===== config.mk =====
export PLATFORM = sky130hd
export DESIGN_NAME = field_packer32
export DESIGN_NICKNAME = d
export VERILOG_FILES = /design/src/rtl/alu32_pkg.sv /design/src/rtl/field_select32.sv /design/src/rtl/field_packer32.sv
export SDC_FILE = /design/constraint.sdc
export NUM_CORES = 1
export LEC_CHECK = 0
export BUFFER_PORTS_ARGS = -buffer_cell sky130_fd_sc_hd__buf_2
export CORE_MARGIN = 2
export CORE_UTILIZATION = 43
export CTS_CLUSTER_SIZE = 25
export DETAILED_ROUTE_END_ITERATION = 10
export HOLD_SLACK_MARGIN = 0.05
export SETUP_SLACK_MARGIN = 0.15
export SLEW_MARGIN = 10
export SYNTH_ARGS = -nofsm -noshare
export SYNTH_HDL_FRONTEND = slang
export SYNTH_HIERARCHICAL = 1
export SYNTH_SLANG_ARGS = --single-unit

===== constraint.sdc =====
create_clock -name CLK -period 3.6 [get_ports CLK]
set_clock_uncertainty 0.1 [all_clocks]
set_input_delay 0.9 -clock CLK [delete_from_list [all_inputs] [get_ports CLK]]
set_output_delay 0.9 -clock CLK [all_outputs]
set_load 0.02 [all_outputs]

===== src/rtl/alu32_pkg.sv =====
// ----------------------------------------------------------------------------
// alu32_pkg
// Shared definitions for the ALU32 field packing path:
//   - field select encodings (low / high part of the operand)
//   - width decode for the 5-bit field length (0 encodes a full 32-bit field)
//   - packer FSM state type
// ----------------------------------------------------------------------------
package alu32_pkg;

   localparam int DATA_W = 32;
   localparam int ACC_W  = 64;

   // Control bit 31: which end of the operand the field is cut from.
   localparam logic SEL_LOW  = 1'b1;
   localparam logic SEL_HIGH = 1'b0;

   // ACCUM: collecting fields. DRAIN: a flush is pending, input is blocked
   // until the final partial word has been handed over.
   typedef enum logic {
      ACCUM = 1'b0,
      DRAIN = 1'b1
   } pack_state_t;

   // Field length n in 1..31 is literal; n = 0 stands for 32.
   function automatic logic [5:0] decode_width(input logic [4:0] n);
      return (n == 5'd0) ? 6'd32 : {1'b0, n};
   endfunction

endpackage


===== src/rtl/field_select32.sv =====
// ----------------------------------------------------------------------------
// field_select32
// Purely combinational field extractor. Cuts a w-bit field out of a 32-bit
// operand, from either the low or the high end, and returns it right-aligned
// and zero-extended together with its width.
// Ports:
//   data  in  32  source operand
//   ctrl  in  32  [31] select (SEL_LOW/SEL_HIGH), [4:0] length (0 = 32)
//   f     out 32  extracted field, right-aligned, upper bits zero
//   w     out  6  field width, 1..32
// ----------------------------------------------------------------------------
module field_select32
   import alu32_pkg::*;
(
   input  logic [31:0] data,
   input  logic [31:0] ctrl,
   output logic [31:0] f,
   output logic [5:0]  w
);

   logic [31:0] low_mask;

   // Bits [30:5] of the control word carry no meaning for this unit.
   logic unused_ctrl_bits;
   assign unused_ctrl_bits = ^ctrl[30:5];

   always_comb begin
      // NOTE: every output of a combinational block gets a default first, so
      // no path through the block leaves a signal unassigned (no latch).
      w        = decode_width(ctrl[4:0]);
      low_mask = '1;
      f        = data;

      // A 32-bit field keeps the full mask; shifting by 32 is avoided.
      if (w != 6'd32) begin
         low_mask = (32'd1 << w) - 32'd1;
      end

      if (ctrl[31] == SEL_LOW) begin
         f = data & low_mask;
      end else begin
         // High select: the logical right shift brings data[31:32-w] down to
         // bit 0 and fills the top with zeros.
         f = data >> (6'd32 - w);
      end
   end

endmodule


===== src/rtl/field_packer32.sv =====
// ----------------------------------------------------------------------------
// field_packer32
// Streaming bit-field packer. Fields cut from 32-bit operands are appended
// LSB-first into a 64-bit accumulator; each time 32 bits are available a
// dense word is offered downstream. A field tagged with In_Flush closes the
// packet: the remaining bits are emitted zero-padded with Out_Last set.
// Ports:
//   CLK        in   1  clock, rising edge
//   RST_N      in   1  asynchronous active-low reset
//   In_Valid   in   1  field present
//   In_Ready   out  1  packer accepts a field this cycle
//   In_Data    in  32  source operand
//   In_Ctrl    in  32  [31] 1 = low bits, 0 = high bits; [4:0] length, 0 = 32
//   In_Flush   in   1  field is the last of its packet (qualified by In_Valid)
//   Out_Valid  out  1  word available
//   Out_Ready  in   1  consumer takes the word
//   Out_Data   out 32  packed word, unused upper bits zero
//   Out_Last   out  1  final word of a flushed packet
//   Out_Bits   out  6  valid bits in Out_Data when Out_Last, otherwise 32
// ----------------------------------------------------------------------------
module field_packer32
   import alu32_pkg::*;
(
   input  logic        CLK,
   input  logic        RST_N,
   input  logic        In_Valid,
   output logic        In_Ready,
   input  logic [31:0] In_Data,
   input  logic [31:0] In_Ctrl,
   input  logic        In_Flush,
   output logic        Out_Valid,
   input  logic        Out_Ready,
   output logic [31:0] Out_Data,
   output logic        Out_Last,
   output logic [5:0]  Out_Bits
);

   pack_state_t state, state_next;

   // Accumulator: bits at index >= fill are kept at zero, so appending a new
   // field is a plain OR at offset fill.
   logic [ACC_W-1:0] acc, acc_next, acc_shift;
   logic [5:0]       fill, fill_next, fill_shift;

   logic [31:0] field;
   logic [5:0]  field_w;
   logic        in_fire;
   logic        out_fire;

   field_select32 u_select (
      .data (In_Data),
      .ctrl (In_Ctrl),
      .f    (field),
      .w    (field_w)
   );

   assign in_fire  = In_Valid && In_Ready;
   assign out_fire = Out_Valid && Out_Ready;

   // ---------------------------------------------------------------- state reg
   // NOTE: clocked blocks use non-blocking assignments only, so every register
   // samples the values from before the edge regardless of block ordering.
   always_ff @(posedge CLK or negedge RST_N) begin
      if (!RST_N) begin
         state <= ACCUM;
      end else begin
         state <= state_next;
      end
   end

   // --------------------------------------------------------------- next state
   always_comb begin
      state_next = state;
      case (state)
         ACCUM:   if (in_fire && In_Flush)  state_next = DRAIN;
         DRAIN:   if (out_fire && Out_Last) state_next = ACCUM;
         default: state_next = ACCUM;
      endcase
   end

   // ------------------------------------------------------------------ outputs
   // Out_Valid depends on registered state only; In_Ready looks at Out_Ready
   // so a full word can be drained and a new field taken in the same cycle.
   always_comb begin
      Out_Valid = (fill >= 6'd32) || (state == DRAIN);
      Out_Last  = (state == DRAIN) && (fill <= 6'd32);
      Out_Data  = acc[31:0];
      Out_Bits  = Out_Last ? fill : 6'd32;
      In_Ready  = (state == ACCUM) && ((fill < 6'd32) || Out_Ready);
   end

   // ----------------------------------------------------------------- datapath
   // Output shift first, then append. In ACCUM an input transfer implies the
   // post-shift fill is below 32, so fill_next tops out at 31 + 32 = 63.
   always_comb begin
      acc_shift  = acc;
      fill_shift = fill;
      if (out_fire) begin
         acc_shift  = {32'd0, acc[63:32]};
         fill_shift = (fill >= 6'd32) ? (fill - 6'd32) : 6'd0;
      end

      acc_next  = acc_shift;
      fill_next = fill_shift;
      if (in_fire) begin
         acc_next  = acc_shift | ({32'd0, field} << fill_shift);
         fill_next = fill_shift + field_w;
      end
   end

   // NOTE: the accumulator is cleared on reset as well as fill; the zero-above-
   // fill invariant the append relies on must hold from the first field.
   always_ff @(posedge CLK or negedge RST_N) begin
      if (!RST_N) begin
         acc  <= '0;
         fill <= '0;
      end else begin
         acc  <= acc_next;
         fill <= fill_next;
      end
   end

endmodule

==> metrics.cfg, run 1 <==
[power_and_ir_drop]
power_mw=9.98
ir_worst_vdd_v=0.000489
power.density_nw_per_um2=688
leakagePower_nw=6.21

[outcome]
status=finished, violations left
violations=setup timing

[placement]
pre_cts_ws_ns=-0.898
hpwl_um=30800
dpl-instance-area_sq_um=11900
place_congestion=1.05
port_buffers=83

[logic_synthesis]
synth_top_family_by_area=compound AO/OA/AOI/OAI gates
synthMostInstantiatedCell=nand2_1
synthMuxAreaShare=0.165
synth-simple-area-share=0.217
syn_avg_cell_area_sq_um=7.56
synth_top_area_cell=dfrtp_1
yosys-top-cells-count=nand2_1 (144), nor2_1 (129), mux2i_1 (85), dfrtp_1 (71), a21oi_1 (68)
yosysSeqAreaShare=0.193
synth_cells=1218
synthAdderAreaFrac=0.0226
synth.area.top_cells=dfrtp_1 (19%), mux2i_1 (9.2%), nand2_1 (5.9%), nor2_1 (5.3%), mux4_2 (5.1%)
synth-edff-count=0
ys_types=84
ys_ff_latch=71
synth.net_count=1303
synth_xor_area_frac=0.0181
yosysTopAreaCellShare=0.193
yosys_warnings=6
synth_compound_area_frac=0.293
netlist_area_sq_um=9200
ys.flop_type=dfrtp_1
ys_async_sr_fraction=1.00

[die]
ios=110
dieArea_sq_um=22600
core.rowCount=53
design.core.area_sq_um=21000
die_w_um=150
start_util=0.438
die_h_um=150

[final_layout]
area_delta_synth_final_pct=57.7
postLayoutCellArea_sq_um=14500
nNetsFinal=1629
drive_gt1_frac=0.503
antennaDiodeCount=0

[timing]
finalCritPeriodShare=1.11
grt_setup_unrepaired=yes
final-max-slew-violation-count=0
worst_pin_slew_ns=0.902
fin_hold_ws_ns=0.386
max_freq_mhz=249
min_period_ns=4.01
setup_violations=60
hold_viol_final=0
slew_headroom=0.399
setup_slack_ns=-0.412

[global_routing]
grt_pass1_wl_um=62300
first_global_vias=10701
antenna_found_initial=0
grt_max_degree=72
grt_overflow=0
grt_use_total=0.359

[clock_tree]
hold_buffers=0
cts_buffers=9
cts_tree=built
clk_pin_slew_ns=0.07
insertion_delay_ns=0.35
cts-root-buf=clkbuf_16
clock_path_buffers=2
clkSinkCount=71
htree_levels=3

[worst_setup_path]
crit_required_ns=3.72
r2r_cells=7
critPathMaxFanout=6
crit_arrival_ns=4.13
worstSetupStartpoint=In_Ctrl[1]
r2r_slack_ns=0.50
reg2reg_to=acc[14]
critPathLaunchType=input port
end_kind=flop
worstReg2RegStart=fill[0]
crit_path_end=acc[30]
path_class=in -> reg

[detailed_routing]
detail_route.wl_per_cell_um=22.8
routed.top_layer=met4
final_antenna_net_count=0
firstDrtPassIters=6
drcViolationCount=0
drt-initial-drc-count=1499
routed_via_density=6.40
met2RoutedLength_um=18200
drt-total-wl_um=41600
vias=11670
wl_met3_um=4290
met1_length_um=18100

[min_path]
worstHoldPathType=reg -> reg

[flow_run]
maxCapViolCount=0

where the power goes:
part           switching, mW  leakage [nW]  internal, mW
clock                  0.391         0.157         0.616
combinational           4.31          5.16          3.22
sequential             0.319         0.886          1.13
per-layer routing:
layer | track usage | vias to the layer above
li1 | - | 5230
met1 | 0.531 | 5693
met2 | 0.534 | 661
met3 | 0.0806 | 86
met4 | 0.0726 | 0
met5 | 0 | -
cell type report:
class | instances | area, sq um
multi-input cells | 975 | 8300
repair buffers | 455 | 3630
flip-flops and latches | 71 | 1780
well taps | 275 | 344
fillers | 1655 | 6510
clock buffers | 9 | 225
inverters | 32 | 133
clock inverters | 7 | 103
cells by family after synthesis:
kind of cell,Yosys count
XOR/XNOR,19
buffers and inverters,172
flip-flops,71
adder cells (fa/ha/maj),16
AO/OA/AOI/OAI,384
multiplexers,123
AND/OR/NAND/NOR,433
metrics by stage:
| step | TNS [ns] | std cells | utilization |
|---|---|---|---|
| 4_1_cts | -8.52 | 1791 | 0.637 |
| 5_1_grt | -20.45 | 1824 | 0.690 |
| 3_5_place_dp | -44.08 | 1741 | 0.565 |
| 6_report | -14.70 | 1824 | 0.690 |
| 3_3_place_gp | -42.62 | 1741 | 0.565 |
| 2_1_floorplan | -36.23 | 1218 | - |
worst min path at each step:
stage / from / end / slack [ns] / depth (start not counted)
2_1_floorplan: acc[50] / acc[50] / 0.34 / 2
3_3_place_gp: acc[47] / acc[47] / 0.36 / 2
3_5_place_dp: acc[53] / acc[53] / 0.37 / 1
4_1_cts: acc[53] / acc[53] / 0.39 / 1
5_1_grt: acc[60] / acc[60] / 0.41 / 1
6_report: acc[63] / acc[63] / 0.39 / 1
worst max-delay path, cell delays in order:
cell and delay (ns):
buf_8 0.10, inv_4 0.05, ha_4 0.17, ha_4 0.20, nand2_4 0.09, ha_4 0.15
inv_4 0.04, a31oi_4 0.21, nand2_4 0.12, buf_4 0.15, or2_4 0.23, o2111ai_2 0.16
nand2_1 0.11, mux4_2 0.49, a211o_1 0.28, a31oi_2 0.19, a311oi_4 0.09, a221oi_2 0.29
o21ai_2 0.08
cell usage in the layout, fill, tap and decap left out, types with 13 or more instances in the layout:
cell | netlist | final
o21ai_0 | 63 | 30
o22ai_2 | 0 | 16
buf_12 | 0 | 13
dfrtp_1 | 71 | 69
nand2_1 | 144 | 132
mux2i_2 | 0 | 22
buf_2 | 35 | 79
mux2i_1 | 85 | 45
o21ai_2 | 0 | 14
buf_6 | 3 | 36
a21oi_2 | 0 | 21
inv_1 | 26 | 18
buf_4 | 35 | 318
o21ai_1 | 2 | 16
mux4_2 | 21 | 21
o22ai_1 | 40 | 21
nand3_1 | 62 | 51
o211ai_1 | 28 | 28
nor2_1 | 129 | 115
a21oi_1 | 68 | 45
mux2i_4 | 0 | 18
sequential cells by signal (all words and copies together) (netlist names):
| register | count |
|---|---|
| state | 1 |
| fill | 6 |
| acc | 64 |
what timing repair did:
action	4_1_cts	5_1_grt
resized for setup	188	171
cloned	3	1
setup endpoints to repair	62	62
pin swaps	73	66
buffers inserted	31	32
hold endpoints to repair	0	0
Note: power is estimated with default switching activity, not from simulation.
==> run 2: changes to the inputs <==
Settings changed: SETUP_SLACK_MARGIN 0.15 to unset.
==> run 2 against run 1 <==
  * The flow still finishes with violations (setup timing)
  * Non-clock buffer count fell by 14
  * Clock-buffer cell count rose by 1
  * Wire length rose by 1.7%
  * First-iteration DRC count fell by 0.47%
  * Worst hold slack got worse by 0.0086 ns
  * Cell count fell by 0.77%
  * Utilization fell by 1.9 points
  * Flip-flop and latch count did not move
  * Via count fell by 0.97%
  * Combinational power barely moved
  * Total power fell by 0.74%
  * Highest routed layer unchanged
==> metrics.cfg, run 2 (same netlist as run 1, synthesis figures left out) <==
[global_routing]
first_global_vias=10569  ; -1.2%
grt_max_degree=72  ; unchanged
grt_use_total=0.363  ; +0.00393
antenna_found_initial=0  ; unchanged
grt_overflow=0  ; unchanged
grt_pass1_wl_um=62500  ; +0.32%

[final_layout]
layout_common_cells=buf_4 (308), nand2_1 (131), nor2_1 (116), buf_2 (79), dfrtp_1 (69)
antennaDiodeCount=0  ; unchanged
regMostFlops=acc
final_common_cell=buf_4
final_cells=1810  ; -0.77%
largestRegisters=acc: 64 flops, fill: 6 flops, state: 1 flops
largest_reg_flops=64  ; unchanged
drive_gt1_frac=0.489  ; -0.0137
nNetsFinal=1615  ; -0.86%
area_delta_synth_final_pct=53.4

[timing]
final-max-slew-violation-count=0  ; unchanged
setup_slack_ns=-0.443  ; -0.0313 ns
max_freq_mhz=247  ; -0.77%
worst_pin_slew_ns=0.907  ; +0.00523 ns
min_period_ns=4.04  ; +0.0313 ns
setup_violations=62  ; +3.3%
finalCritPeriodShare=1.12  ; +0.00868
grt_setup_unrepaired=yes
hold_viol_final=0  ; unchanged
slew_headroom=0.395  ; -0.00349

[power_and_ir_drop]
leakagePower_nw=6.08  ; -1.9%
ir_worst_vdd_v=0.000542  ; +11%
power_mw=9.91  ; -0.74%
power.density_nw_per_um2=702  ; +2.1%

[detailed_routing]
detail_route.wl_per_cell_um=23.4  ; +2.5%
drt-initial-drc-count=1492  ; -0.47%
drt-total-wl_um=42300  ; +1.7%
routed.top_layer=met4
firstDrtPassIters=6  ; unchanged
routed_via_density=6.39  ; -0.20%
drcViolationCount=0  ; unchanged
wl_met3_um=4680  ; +9.3%
final_antenna_net_count=0  ; unchanged
met1_length_um=18200  ; +0.30%
vias=11557  ; -0.97%
met2RoutedLength_um=18700  ; +2.3%

[clock_tree]
insertion_delay_ns=0.34  ; about the same
cts_buffers=9  ; unchanged
cts_tree=built
clock_path_buffers=2  ; unchanged
cts-root-buf=clkbuf_16
htree_levels=3  ; unchanged
clkSinkCount=71  ; unchanged
clk_pin_slew_ns=0.06  ; about the same
hold_buffers=0  ; unchanged

[placement]
place_congestion=1.01  ; -4.0%
hpwl_um=31600  ; +2.4%
placed_cells=1746  ; +0.29%
port_buffers=83  ; unchanged

[worst_setup_path]
end_kind=flop
worstReg2RegStart=fill[2]
crit_required_ns=3.70  ; -0.02 ns
crit_arrival_ns=4.14  ; about the same
reg2reg_to=acc[38]
r2r_cells=5  ; -2
critPathLaunchType=input port
r2r_slack_ns=0.48  ; -0.02 ns
path_class=in -> reg
critPathMaxFanout=6  ; unchanged

[die]
start_util=0.438  ; unchanged
die_w_um=150  ; unchanged
die_h_um=150  ; unchanged
design.core.area_sq_um=21000  ; unchanged
ios=110  ; unchanged
dieArea_sq_um=22600  ; unchanged
core.rowCount=53  ; unchanged

[outcome]
status=finished, violations left
violations=setup timing

[min_path]
hp-start=acc[50]
worstHoldPathType=reg -> reg
holdPathEnd=acc[50]
min_path_cells=2  ; +1

[flow_run]
maxCapViolCount=0  ; unchanged

==> run 2: repair_timing <==
action	in CTS	in global routing
endpoints found under the setup margin	62	62
setup buffers	25	27
resized for setup	168	156
cloned	1	1
pin swaps	87	76
==> run 2: worst max-delay path by stage <==
stage | cells past startpoint | slack [ns] | endpoint | from
after global routing | 20 | -0.56 | acc[25] | In_Ctrl[1]
final | 20 | -0.44 | acc[29] | In_Ctrl[0]
after global placement | 17 | -0.99 | acc[30] | In_Ctrl[0]
after floorplan | 23 | -0.97 | acc[30] | In_Ctrl[0]
after detailed placement | 17 | -0.97 | acc[30] | In_Ctrl[0]
after CTS | 15 | -0.30 | acc[36] | In_Ctrl[0]
==> run 2: report_power, final <==
part           total [mW]  internal [mW]  switching (mW)
Clock               0.935          0.559           0.376
Sequential           1.47           1.13           0.335
Combinational        7.51           3.19            4.32
==> run 2: metal layers <==
layer,up-vias,track usage
met3,79,0.0839
li1,5186,-
met1,5618,0.536
met4,0,0.0623
met2,674,0.543
met5,-,0
==> run 2: layout make-up <==
type	count	area [sq um]
clock buffers	10	239
clock inverters	6	68.8
fillers	1763	6910
inverters	32	128
multi-input cells	975	8110
flip-flops and latches	71	1780
well taps	275	344
repair buffers	441	3450
==> run 2: through the flow <==
step	utilization	cell area, sq um	TNS (ns)	hold slack, ns	setup slack [ns]
final	0.671	14100	-15.13	0.377	-0.443
after global routing	0.671	14100	-21.55	0.400	-0.556
after CTS	0.625	13100	-10.91	0.370	-0.301
after detailed placement	0.565	11900	-49.14	0.356	-0.974
after global placement	0.565	11900	-49.62	0.352	-0.993
after floorplan	-	9530	-36.23	0.339	-0.967
==> run 2: critical path: stages <==
cell      delay [ns]
buf_12          0.11
buf_12          0.13
nor3_4          0.23
nor2_4          0.06
nand2_4         0.08
ha_4            0.14
inv_4           0.04
a31oi_4         0.20
buf_4           0.15
buf_4           0.10
a21oi_1         0.08
or3_4           0.37
a32o_2          0.32
a211o_1         0.31
o21ai_0         0.10
a221o_1         0.23
buf_4           0.14
o22ai_2         0.08
nor2_4          0.23
o211ai_1        0.12
